File: src/rtl/sistema_sweep_ctrl.sv
// sistema_sweep_ctrl: drives {A,B,C,D} of one sistema instance through all
// 16 input combinations and records H into a truth table with a ones count.
// Optional build macro SWEEP_CMP_EN: compares each captured H against
// `expected` and records the first failing vector. When it is undefined,
// mismatch and mismatch_idx are tied to 0 and no compare logic exists.
module sistema_sweep_ctrl #(
    parameter int unsigned SETTLE_CYCLES = 2
) (
    input  logic        clk,
    input  logic        rst_n,
    input  logic        start,
    output logic [3:0]  abcd,
    input  logic        h,
    output logic        busy,
    output logic        done,
    output logic [15:0] truth_table,
    output logic [4:0]  ones_count,
    input  logic [15:0] expected,
    output logic        mismatch,
    output logic [3:0]  mismatch_idx
);

    localparam int unsigned CNT_W = 8;
    localparam logic [CNT_W-1:0] CNT_LAST = CNT_W'(SETTLE_CYCLES - 1);
    // Loaded on acceptance: the acceptance cycle itself is an arming cycle,
    // so vector 0 settles from E0+1 like every later vector.
    localparam logic [CNT_W-1:0] CNT_ARM  = '1;

    typedef enum logic [1:0] {
        ST_IDLE   = 2'd0,
        ST_SETTLE = 2'd1,
        ST_SAMPLE = 2'd2,
        ST_DONE   = 2'd3
    } state_t;

    state_t           state;
    logic [CNT_W-1:0] settle_cnt;

    // Sweep sequencer: vector stepping, settle timing, capture and status outputs
    always_ff @(posedge clk or negedge rst_n) begin
        if (!rst_n) begin
            state       <= ST_IDLE;
            settle_cnt  <= '0;
            abcd        <= 4'd0;
            busy        <= 1'b0;
            done        <= 1'b0;
            truth_table <= 16'd0;
            ones_count  <= 5'd0;
        end else begin
            done <= 1'b0;
            case (state)
                ST_IDLE: begin
                    if (start) begin
                        state       <= ST_SETTLE;
                        settle_cnt  <= CNT_ARM;
                        abcd        <= 4'd0;
                        truth_table <= 16'd0;
                        ones_count  <= 5'd0;
                    end
                end
                ST_SETTLE: begin
                    busy       <= 1'b1;
                    settle_cnt <= settle_cnt + CNT_W'(1);
                    if (settle_cnt == CNT_LAST) begin
                        state <= ST_SAMPLE;
                    end
                end
                ST_SAMPLE: begin
                    truth_table[abcd] <= h;
                    ones_count        <= ones_count + 5'(h);
                    if (abcd == 4'hF) begin
                        state <= ST_DONE;
                        busy  <= 1'b0;
                        done  <= 1'b1;
                    end else begin
                        abcd       <= abcd + 4'd1;
                        settle_cnt <= '0;
                        state      <= ST_SETTLE;
                    end
                end
                ST_DONE: begin
                    state <= ST_IDLE;
                end
                default: begin
                    state <= ST_IDLE;
                end
            endcase
        end
    end

`ifdef SWEEP_CMP_EN
    // Sticky first-failure capture against the reference truth table
    always_ff @(posedge clk or negedge rst_n) begin
        if (!rst_n) begin
            mismatch     <= 1'b0;
            mismatch_idx <= 4'd0;
        end else if ((state == ST_IDLE) && start) begin
            mismatch     <= 1'b0;
            mismatch_idx <= 4'd0;
        end else if ((state == ST_SAMPLE) && !mismatch && (h != expected[abcd])) begin
            mismatch     <= 1'b1;
            mismatch_idx <= abcd;
        end
    end
`else
    // Compare disabled: flags are constant and the reference input is sunk
    logic unused_expected;
    assign unused_expected = ^expected;
    assign mismatch        = 1'b0;
    assign mismatch_idx    = 4'd0;
`endif

endmodule

File: config.mk
export PLATFORM = sky130hd
export DESIGN_NAME = sistema_sweep_ctrl
export DESIGN_NICKNAME = d
export VERILOG_FILES = /design/src/rtl/sistema_sweep_ctrl.sv
export SDC_FILE = /design/constraint.sdc
export NUM_CORES = 1
export LEC_CHECK = 0
export ABC_AREA = 1
export CORE_MARGIN = 3
export CORE_UTILIZATION = 31
export DETAILED_ROUTE_END_ITERATION = 10
export GPL_TIMING_DRIVEN = 1
export PLACE_DENSITY = 0.64
export SKIP_LAST_GASP = 1
export SLEW_MARGIN = 15
export SYNTH_ARGS = -nofsm -noshare
export SYNTH_HDL_FRONTEND = slang
export SYNTH_SLANG_ARGS = --single-unit
File: constraint.sdc
create_clock -name clk -period 2.7 [get_ports clk]
set_input_delay 0.405 -clock clk [delete_from_list [all_inputs] [get_ports clk]]
set_output_delay 0.405 -clock clk [all_outputs]
set_load 0.005 [all_outputs]
==> results by group, run 1 <==
Outcome
  • Status: complete, no violations

Placed design
  • Placed Cells: around 340
  • PortBufs: 30
  • DP HPWL: 3.176 mm
  • Final RePlAce weighted congestion: between 0.8 and 0.9

Timing
  • Slew margin rel.: between 40% and 50%
  • Worst-margin pin slew: between 0.8 and 0.9 ns
  • Fin crit share: about two thirds
  • Fmax: 555.0 MHz
  • Tmin final: 1.802 ns
  • Final Setup Violations: 0
  • Slew Limit Fails: 0
  • Setup TNS: 0 ns
  • Post-Route Skew: between 0.008 and 0.009 ns
  • RSZ-0062 raised after global routing: no
  • Hold WS: around 0.19 ns
  • Hold Fails Final Rpt: 0

Floorplan
  • Row Count: 28
  • Die Width: about 86 um
  • Ports: 52
  • Core Region: approximately 0.0061 mm2
  • Die area: between 0.007 and 0.008 mm2
  • Starting Density: between 30% and 40%
  • Die height: around 86 um

Final layout
  • Layout Cells excl Fill: 350
  • Area delta synth->final: 23.79%
  • Multi-input gate area: approximately 890 um2
  • Share of layout cells above drive strength 1: slightly below 10%
  • Final nets: between 300 and 400
  • Fill cells: 640
  • FF/Latch Area: 925.9 um2
  • N_diodes: 0

Power
  • IR drop worst, VDD: 176.3 uV
  • Leak: 1.191 nW
  • Pwr Density: approximately 470 mW/mm2

Synthesis
  • Avg Cell Area, Syn: 8.223 um2
  • Sequential share of the synthesized area: a little under half
  • Syn Std Cell Area: between 0.0015 and 0.002 mm2
  • Synth cell types: 27
  • Post-synthesis cell count: about 240
  • Largest area contributor in the netlist: dfrtp_1
  • FF+latch count, synth: 37
  • Main area contributors after synthesis: dfrtp_1 (46%), nand2_1 (8.6%), nand3_1 (5.8%), ha_1 (5.6%), inv_1 (5.3%)
  • Top cell type's share of synthesized area: between 40 and 50%
  • Synth Warn #: 0

Drt
  • Antenna-violating nets left: 0
  • DRT Pass-1 Iters: 4
  • Detailed-route via count: ~1.7k
  • Via/cell ratio: roughly 4.7
  • Drt wl/cell: approximately 12 um
  • Drt first-iter violations: ~110
  • Number of remaining DRC errors: 0
  • Total routed wirelength: about 4.3 mm

Setup path
  • Crit Path Class: register to output pin
  • Worst Setup SP: abcd[2]
  • Reg2reg start: state[1]
  • WP buf/inv: 1
  • Worst Setup End Kind: output pin
  • WP data required: 2.30 ns
  • Startpoint type of the worst setup path: register
  • Slowest CP cell: clkdlybuf4s50_1
  • Crit-path max FO: 10
  • Critical path cell sequence: clkdlybuf4s50_1
  • Crit path DAT: 1.40 ns
  • Slowest cell delay on critical path: roughly 0.57 ns
  • Top delay family on crit path: buffers and inverters

Global route
  • Gr ovfl total: 0
  • Vias in the first global route: ~1.6k
  • First-pass GRT wire length: around 7.5 mm
  • Pin count of the biggest net entering global routing: 38
  • Initial antenna violation count: 0
  • Total GRT Usage: 12.84%

CTS
  • Num CTS Buffers: 5
  • Hold_buf cts: 0
  • Worst-path clk slew: about 0.08 ns
  • Root buf cell: clkbuf_8
  • H-Tree Depth: 2
  • Later-pin clock latency in the skew report: ~0.3 ns
  • Postcts setup bufs: 0
  • Max clock buf depth: 2
  • CTS tree: built
  • Post-cts sizing count: 0
  • # clock sinks: 37

Hold path
  • Worst min path class: primary input to asynchronous set/reset pin

Run
  • MaxCap Viol Count: 0
-- sequential cells by signal, summed over array words and instances (netlist names) --
signal,cells
abcd,4
busy,1
done,1
ones_count,5
settle_cnt,8
state,2
truth_table,16
-- synth_stat cells, drive strengths merged --
master and count:
nand2 50, xnor2 1, a22o 5, o21a 1, nand3 23, or2 1
o211ai 1, dfrtp 37, buf 11, inv 35, a21oi 11, o21ai 20
nor2 23, nand4 2, ha 9, conb 1, a22oi 1, o22ai 8
a32o 1, xor2 2
-- kinds of logic after synthesis --
logic type | share of synthesized area (%)
and+or+nand+nor | 22.17
adders and majority gates | 5.636
buffers and inverters | 10.08
other | 0.1877
DFF | 46.34
AOI/OAI and AO/OA | 14.28
xor gates and xnor gates | 1.315
-- layout by cell type, fill, tap and decap left out, drive strengths merged --
cell type and n:
xor2 2, clkdlybuf4s50 29, a21oi 11, o21ai 20, dfrtp 37, a22oi 1
clkbuf 5, nand4 2, nand3 23, bufinv 2, nand2 50, inv 35
clkinv 1, or2 1, o21a 1, conb 5, nor2 23, o22ai 8
a32o 1, buf 2, a22o 5, xnor2 1, ha 9, o211ai 1
-- final timing paths --
check,depth (start not counted),slack (ns),end
max reg2reg,7,1.09,settle_cnt[4]
min,1,0.19,done
max in group asynchronous,1,1.99,abcd[0]
min reg2reg,2,0.47,truth_table[0]
max,1,0.90,abcd[2]
min in group clk,2,0.47,truth_table[0]
-- cell type report --
cell class	count	area share, %
flip-flops and latches	37	37.43
inverters	35	5.311
clock buffers	5	2.782
clock inverters	3	2.630
multi-input cells	164	35.81
repair buffers	31	12.24
well taps	75	3.794
-- metrics by stage --
stage / util, % / power [mW] / instance area [um2] / setup slack (ns)
2_1_floorplan: - / 0.5763 / 2013 / 1.327
3_3_place_gp: 38.38 / 0.5912 / 2340 / 0.8402
3_5_place_dp: 38.38 / 0.5914 / 2340 / 0.8256
4_1_cts: 40.58 / 1.171 / 2474 / 0.8844
5_1_grt: 40.58 / 1.194 / 2474 / 0.8248
6_report: 40.58 / 1.151 / 2474 / 0.8983
-- layer usage --
metal	global-route usage, %	wire [um]	vias to the layer above
li1	-	-	842
met1	17.52	2085	774
met2	19.55	1940	34
met3	3.232	179	6
met4	5.099	86	0
met5	0	0	-
-- report_power, final --
group	switching, mW	internal, mW
clock network	0.205	0.367
registers	0.00120	0.555
logic	0.0158	0.00660
total	0.222	0.929
(Power assumes the default switching activity.)
==> run 2: changes to the inputs <==
==> constraint.sdc (replaced) <==
create_clock -name clk -period 1.8 [get_ports clk]
set_input_delay 0.27 -clock clk [delete_from_list [all_inputs] [get_ports clk]]
set_output_delay 0.27 -clock clk [all_outputs]
set_load 0.005 [all_outputs]
==> results by group, run 2 (synthesis results as in run 1) <==
Outcome
  • Status: complete, no violations

Power
  • Comb pwr share: between 2 and 3%
  • IR drop worst, VDD: ~260 uV
  • Clock power frac: 39.7%
  • Switching part of the total: a little under a quarter
  • Power share of the sequential group: between 50 and 60%
  • Pwr Density: between 500 and 600 mW/mm2
  • Leak: between 1 and 1.5 nW
  • Int Power: roughly 1.1 mW
  • Design Power: 1.453 mW
  • Net Sw Power: around 0.34 mW

Floorplan
  • Die height: between 80 and 90 um
  • Starting Density: approximately a third
  • Row Count: 28
  • Die area: approximately 0.0074 mm2
  • Die Width: around 86 um
  • Core Region: ~0.0061 mm2
  • Ports: 52

Setup path
  • Worst Setup End Kind: output pin
  • Flop2flop setup slack: between 0.2 and 0.3 ns
  • Crit path DAT: between 1 and 1.5 ns
  • WP buf/inv: 1
  • R2R depth: 8
  • Crit-path max FO: 10
  • Top delay family on crit path: buffers and inverters
  • Critical path cell sequence: clkdlybuf4s50_1
  • Reg2reg start: abcd[1]
  • Startpoint type of the worst setup path: register
  • Crit Path Class: register to output pin
  • R2R Path End: settle_cnt[3]
  • WP data required: 1.53 ns
  • Slowest CP cell: clkdlybuf4s50_1
  • Slowest cell delay on critical path: 0.57 ns

CTS
  • Post-cts sizing count: 0
  • Num CTS Buffers: 5
  • Root buf cell: clkbuf_8
  • H-Tree Depth: 2
  • Later-pin clock latency in the skew report: 0.29 ns
  • Postcts setup bufs: 0
  • # clock sinks: 37
  • Worst-path clk slew: approximately 0.08 ns
  • Max clock buf depth: 2
  • CTS tree: built

Drt
  • Detailed-route via count: between 1.5k and 2k
  • Drt wl/cell: around 13 um
  • Number of remaining DRC errors: 0
  • Antenna-violating nets left: 0
  • Drt first-iter violations: about 110
  • DRT Pass-1 Iters: 4
  • Via/cell ratio: between 4 and 5
  • Total routed wirelength: ~4.5 mm

Global route
  • First-pass GRT wire length: 7.734 mm
  • Initial antenna violation count: 0
  • Pin count of the biggest net entering global routing: 20
  • Gr ovfl total: 0
  • Vias in the first global route: between 1.5k and 2k
  • Total GRT Usage: a little over an eighth

Placed design
  • Pre-CTS setup slack: 0.06119 ns
  • DP HPWL: 3.349 mm
  • Final RePlAce weighted congestion: around 0.87
  • PortBufs: 30
  • Post-Place Cell Area: 0.002382 mm2
  • Placed Cells: 346

Final layout
  • Layout Cells excl Fill: between 300 and 400
  • Biggest register: truth_table
  • Final instance area: approximately 0.0025 mm2
  • Post-layout util: roughly two fifths
  • Most frequent cells in the layout: nand2_1 (46), dfrtp_1 (37), clkdlybuf4s50_1 (29)
  • Biggest regs: truth_table (16), settle_cnt (8), ones_count (5)
  • Area delta synth->final: 24.05%
  • N_diodes: 0
  • Final nets: 308
  • Share of layout cells above drive strength 1: 11.07%
  • Max reg flops: 16
  • Commonest non-fill, non-tap cell in the layout: nand2_1

Timing
  • Post-Route Skew: 0.01182 ns
  • Fmax: approximately 600 MHz
  • Hold Fails Final Rpt: 0
  • Setup ws final: 0.1397 ns
  • Final Setup Violations: 0
  • RSZ-0062 raised after global routing: no
  • Tmin final: 1.660 ns
  • Hold WS: 0.4671 ns
  • Setup TNS: 0 ns
  • Slew Limit Fails: 0
  • Fin crit share: roughly 90%

Hold path
  • Worst min path class: primary input to asynchronous set/reset pin

Run
  • MaxCap Viol Count: 0
-- run 2: changes by cell type in the layout (fill, tap and decap cells not counted), sizes merged --
cell         delta
clkinv          +1
dlygate4sd3     +1
bufinv          -2
clkinvlp        +1
buf             +4
-- run 2: area by class of cell --
| type | instances | area [um2] |
|---|---|---|
| timing repair buffer | 36 | 355.3 |
| tap | 75 | 93.84 |
| fill | 643 | 3617 |
| multi-input combinational | 164 | 885.9 |
| clock inverter | 3 | 17.52 |
| inverter | 35 | 131.4 |
| sequential | 37 | 925.9 |
| clock buffer | 5 | 68.82 |
-- run 2: worst max path at each step --
stage / start / end / cells past startpoint
after floorplan: abcd[0] / settle_cnt[3] / 8
after global routing: abcd[1] / settle_cnt[4] / 8
final: abcd[3] / abcd[3] / 1
after CTS: abcd[3] / abcd[3] / 1
after detailed placement: h / ones_count[2] / 5
after global placement: h / ones_count[2] / 5
-- run 2: worst reg2reg max path: stages (launching register included) --
cell     delay, ns
dfrtp_1       0.43
ha_1          0.26
nand3_1       0.18
nor2_4        0.17
inv_2         0.06
nand2_2       0.10
inv_2         0.08
o21ai_1       0.12
inv_1         0.05
-- run 2: per-layer routing --
layer	GRT usage, %	vias up	share of wire, %
met1	18.62	788	48
li1	-	861	-
met3	3.042	6	4.3
met2	19.76	34	46
met4	4.108	0	1.3
met5	0	-	0
-- run 2: power groups by stage --
stage	sequential (mW)	combinational [mW]	clock, mW
finish	0.834	0.0416	0.577
global route	0.834	0.0484	0.639
CTS	0.834	0.0436	0.595
detailed placement	0.851	0.0419	0
global placement	0.851	0.0413	0
floorplan	0.851	0.0136	0
-- run 2: timing repair --
action / CTS / global route
hold endpoints to repair: 18 / 0
hold buffers: 1 / 0
setup endpoints to repair: 0 / 0
